File: config.mk
export PLATFORM = sky130hd
export DESIGN_NAME = debug_dump_sequencer
export DESIGN_NICKNAME = d
export VERILOG_FILES = /design/src/rtl/debug_dump_sequencer.sv
export SDC_FILE = /design/constraint.sdc
export NUM_CORES = 1
export LEC_CHECK = 0
export CAP_MARGIN = 0
export CELL_PAD_IN_SITES_DETAIL_PLACEMENT = 1
export CELL_PAD_IN_SITES_GLOBAL_PLACEMENT = 2
export CORE_MARGIN = 4
export CORE_UTILIZATION = 37
export DETAILED_ROUTE_END_ITERATION = 8
export DONT_BUFFER_PORTS = 1
export PLACE_DENSITY = 0.85
export SLEW_MARGIN = 15
export SYNTH_ARGS = -nofsm -noshare
export SYNTH_HDL_FRONTEND = slang
export SYNTH_SLANG_ARGS = --single-unit
File: constraint.sdc
create_clock -name i_clock -period 1.9 [get_ports i_clock]
set_input_delay 0.19 -clock i_clock [delete_from_list [all_inputs] [get_ports i_clock]]
set_output_delay 0.19 -clock i_clock [all_outputs]
set_load 0.02 [all_outputs]
File: src/rtl/debug_dump_sequencer.sv
// Streams PC, register file and data memory out as UART bytes (LSB first) after a halt.
// One byte in flight at a time: strobe, then wait for tx_done before the next byte.
module debug_dump_sequencer #(
  parameter int DATA_WIDTH      = 32,
  parameter int DATA_WIDTH_UART = 8,
  parameter int ADDR_WIDTH      = 5,
  parameter int N_REGS          = 32,
  parameter int N_MEM           = 32
) (
  input  logic                       i_clock,
  input  logic                       i_reset,
  input  logic                       i_start,
  input  logic [DATA_WIDTH-1:0]      i_pc,
  output logic [ADDR_WIDTH-1:0]      o_reg_addr,
  input  logic [DATA_WIDTH-1:0]      i_reg_data,
  output logic [ADDR_WIDTH-1:0]      o_mem_addr,
  input  logic [DATA_WIDTH-1:0]      i_mem_data,
  input  logic                       i_tx_available,
  input  logic                       i_tx_done,
  output logic                       o_tx_signal,
  output logic [DATA_WIDTH_UART-1:0] o_tx_byte,
  output logic                       o_busy,
  output logic                       o_done
);

  localparam int IDX_MAX = (N_REGS > N_MEM) ? N_REGS : N_MEM;
  localparam int IDX_W   = $clog2(IDX_MAX + 1);

  typedef enum logic [2:0] {
    S_IDLE, S_FETCH, S_CAPTURE, S_SEND, S_WAIT, S_NEXT, S_DONE
  } state_t;

  typedef enum logic [1:0] {PH_PC, PH_REG, PH_MEM} phase_t;

  state_t                state;
  phase_t                phase;
  logic [DATA_WIDTH-1:0] word_buf;
  logic [1:0]            byte_cnt;
  logic [IDX_W-1:0]      word_idx;

  // The low byte of the shift buffer is the byte on the wire; it only moves in NEXT/CAPTURE.
  assign o_tx_byte = word_buf[DATA_WIDTH_UART-1:0];

  always_ff @(posedge i_clock or negedge i_reset) begin
    if (!i_reset) begin
      state       <= S_IDLE;
      phase       <= PH_PC;
      word_buf    <= '0;
      byte_cnt    <= '0;
      word_idx    <= '0;
      o_reg_addr  <= '0;
      o_mem_addr  <= '0;
      o_tx_signal <= 1'b0;
      o_busy      <= 1'b0;
      o_done      <= 1'b0;
    end else begin
      o_tx_signal <= 1'b0;
      o_done      <= 1'b0;
      case (state)
        S_IDLE: begin
          if (i_start) begin
            word_buf <= i_pc;
            phase    <= PH_PC;
            byte_cnt <= '0;
            word_idx <= '0;
            o_busy   <= 1'b1;
            state    <= S_SEND;
          end
        end
        S_FETCH: state <= S_CAPTURE;
        S_CAPTURE: begin
          word_buf <= (phase == PH_MEM) ? i_mem_data : i_reg_data;
          byte_cnt <= '0;
          state    <= S_SEND;
        end
        S_SEND: begin
          if (i_tx_available) begin
            o_tx_signal <= 1'b1;
            state       <= S_WAIT;
          end
        end
        S_WAIT: begin
          if (i_tx_done) state <= S_NEXT;
        end
        S_NEXT: begin
          word_buf <= word_buf >> DATA_WIDTH_UART;
          byte_cnt <= byte_cnt + 2'd1;
          if (byte_cnt != 2'd3) begin
            state <= S_SEND;
          end else begin
            // Read addresses are set on entry to FETCH so read data is ready by CAPTURE.
            case (phase)
              PH_PC: begin
                phase      <= PH_REG;
                word_idx   <= '0;
                o_reg_addr <= '0;
                state      <= S_FETCH;
              end
              PH_REG: begin
                if (word_idx == IDX_W'(N_REGS - 1)) begin
                  phase      <= PH_MEM;
                  word_idx   <= '0;
                  o_mem_addr <= '0;
                end else begin
                  word_idx   <= word_idx + 1'b1;
                  o_reg_addr <= ADDR_WIDTH'(word_idx + 1'b1);
                end
                state <= S_FETCH;
              end
              default: begin
                if (word_idx == IDX_W'(N_MEM - 1)) begin
                  o_done <= 1'b1;
                  o_busy <= 1'b0;
                  state  <= S_DONE;
                end else begin
                  word_idx   <= word_idx + 1'b1;
                  o_mem_addr <= ADDR_WIDTH'(word_idx + 1'b1);
                  state      <= S_FETCH;
                end
              end
            endcase
          end
        end
        S_DONE:  state <= S_IDLE;
        default: state <= S_IDLE;
      endcase
    end
  end

endmodule

==> results_dict.tcl, run 1 <==
set metrics [dict create \
    rsz0062_at_grt "no" \
    die-area_sq_um 11100 \
    period_needed_ps 1840 \
    synth_top_family_by_area "compound AO/OA/AOI/OAI gates" \
    clock_tree.root_cell "clkbuf_8" \
    synth-simple-area-share_pct 9.59 \
    synth_cell_type_count 46 \
    synth_compound_area_share_pct 31.6 \
    syn_area_sq_um 3520 \
    port_buffers 0 \
    critPathLaunchType "flip-flop" \
    cts_buffers 9 \
    critPathSlowestCell "or4_1" \
    grt_max_degree 59 \
    cts_tree "done" \
    drv_slew 0 \
    finalCritPeriodShare_pct 96.6 \
    synthesis.nets 492 \
    initial_core_util_pct 38.1 \
    synthAdderAreaFrac_pct 0.710 \
    vias 3106 \
    relSlewSlack_pct 75.0 \
    synth_area_leaders "dfrtp_1 41%, mux2i_1 9.4%, o21ai_0 7.1%, o22a_1 6.0%, a21oi_1 5.5%" \
    synth_top_area_share_pct 41.2 \
    skew_ps 9.02 \
    clkTransAtPathRegs_ps 70 \
    synthXorXnorAreaFrac_pct 0.746 \
    p_total_uw 6630 \
    antenna_cells 0 \
    synth_largest_area_cell "dfrtp_1" \
    muxShareOfSynthArea_pct 9.69 \
    yosysWarnings 0 \
    final.setup.tns_ps 0 \
    endpoint_kind "flip-flop" \
    grt_pass1_wl_um 16700 \
    hold_viol_final 0 \
    synth_ff_type "dfrtp_1" \
    ant_nets 0 \
    nNetsFinal 486 \
    synth_most_common_cell "dfrtp_1" \
    core_area_sq_um 9240 \
    fp.dieW_um 106 \
    maxCapViolations 0 \
    critPathMaxFanout 5 \
    drt_iter0_drc 121 \
    utilization_pct 43.9 \
    synth_seq_cells 58 \
    drive_gt1_share_pct 13.1 \
    cts_num_sinks 58 \
    drc 0 \
    worst_path_largest_cell_delay_ps 530 \
    io_pins 122 \
    p_leak_uw 0.00152 \
    clk_latency_ps 340 \
    critPathKind "flip-flop to flip-flop" \
    synth_edf_count 0 \
    wl_um 10200 \
    fin_ws_ps 64.4 \
    cp_cell_sequence "or3b_4 -> a21o_1 -> or4_1 -> o21ai_2" \
    avgSynthCellArea_sq_um 9.06 \
    dp_hpwl_um 7370 \
    fmax_mhz 545 \
    place_ws_ps 32.2 \
    grt_usage_pct 18.4 \
    grt_pass1_vias 3188 \
    die_h_um 106 \
    finalSetupViolCount 0 \
    netlist_top_cells_count "58 x dfrtp_1, 50 x o21ai_0, 39 x a21oi_1, 33 x mux2i_1, 27 x clkbuf_1" \
    grt-ovfl-total 0 \
    antenna_found_initial 0 \
    synth-async-reset-ratio_pct 100 \
    hp-class "input pin to flip-flop" \
    routedWlPerCell_um 19.7 \
    worstPathArrival_ps 2090 \
    ys_seq_area_share_pct 41.2 \
    rows 35 \
    dr.pass1.iters 4 \
    nFillCells 1069 \
    syn-instance-count 389 \
    vias_per_cell 6.01 \
    gp_congestion 0.795 \
    peakVddDrop_v 0.000559 \
    worst_pin_slew_ps 373 \
    required_ps 2160 \
    htreeDepth 3 \
    power_density_nw_per_um2 1630 \
    clock_path_buffers 2 \
    synthToLayoutAreaGrowth_pct 15.1 \
    status "finished clean" \
]
## final timing paths
path | start | to | slack [ps] | cells after the start
max | state[0]$_DFFE_PN0P_ | phase[1]$_DFFE_PN0P_ | 60 | 4
min | i_pc[8] | word_buf[8]$_DFFE_PN0P_ | 60 | 2
max reg2reg | state[0]$_DFFE_PN0P_ | phase[1]$_DFFE_PN0P_ | 60 | 4
min reg2reg | word_buf[9]$_DFFE_PN0P_ | word_buf[9]$_DFFE_PN0P_ | 510 | 1
max in group asynchronous | i_reset | state[2]$_DFFE_PN0P_ | 1260 | 2
min in group asynchronous | i_reset | word_buf[6]$_DFFE_PN0P_ | 360 | 2
## area by class of cell
type	count	area, sq um	area share (%)
Sequential cell	58	1450	35.8
Inverter	6	22.5	0.555
Timing Repair Buffer	27	263	6.48
Clock inverter	4	120	2.96
Clock buffer	12	165	4.07
Tap cell	129	161	3.98
Multi-Input combinational cell	281	1870	46.2
## layout by cell type (no fill, tap or decap), drive strengths merged, types with 3 or more instances in the layout
cell      n
o22ai    26
o21ai    53
bufinv    4
nor3      3
a2bb2oi  11
nand4     3
nand3     7
mux2i    33
a21o      4
nor2     22
clkbuf   12
a31oi     3
dfrtp    58
nand2    13
inv       6
nand2b    4
o22a     24
nor2b     3
a21oi    39
buf      26
## cells by family after synthesis
kind of cell	after synthesis
flops	58
buf+inv	50
fa+ha+maj	2
compound gates	176
simple gates	66
mux	34
xor+xnor	3
## critical path: cells and delay by family, from the launching register on
kind / cells / cell delay (ps)
simple gates: 2 / 960
flops: 1 / 440
compound gates: 2 / 360
## registers in the layout, summed over array words and instances, names as in the netlist
register,cells
o_tx_signal,1
o_mem_addr,5
word_idx,6
phase,2
o_reg_addr,5
state,3
o_busy,1
word_buf,32
o_done,1
byte_cnt,2
## report_power, final
part / switching [uW] / internal (uW) / total, uW
combinational: 1580 / 1290 / 2870
clock: 515 / 1110 / 1630
sequential: 437 / 1700 / 2130
## per-stage QoR
step | hold slack (ps) | cells | cell area [sq um]
floorplan | -106 | 389 | 3520
global placement | -104 | 498 | 3710
detailed placement | -104 | 498 | 3710
CTS | 49.0 | 516 | 4040
global route | 75.0 | 517 | 4060
finish | 60.3 | 517 | 4060
## per-layer routing
| metal | wire, um | track usage [%] | vias up |
|---|---|---|---|
| met2 | 4630 | 28.8 | 105 |
| met5 | 0 | 0 | - |
| li1 | - | - | 1461 |
| met1 | 4600 | 24.3 | 1524 |
| met3 | 735 | 5.14 | 16 |
| met4 | 193 | 6.75 | 0 |
## repair_timing
action	in CTS	in global routing
endpoints found under the hold margin	58	0
resized for setup	0	4
setup endpoints to repair	0	31
hold buffers	2	0
buffers inserted	0	1
Power figures use the tool's default switching activity.
==> inputs of run 2 (changes only) <==
- CTS_BUF_LIST: default -> sky130_fd_sc_hd__clkbuf_4 sky130_fd_sc_hd__clkbuf_8 sky130_fd_sc_hd__clkbuf_16
- SLEW_MARGIN: 15 -> default
==> results of run 2 <==
Same layout as run 1: the final DEF is identical, and so are final timing and power.
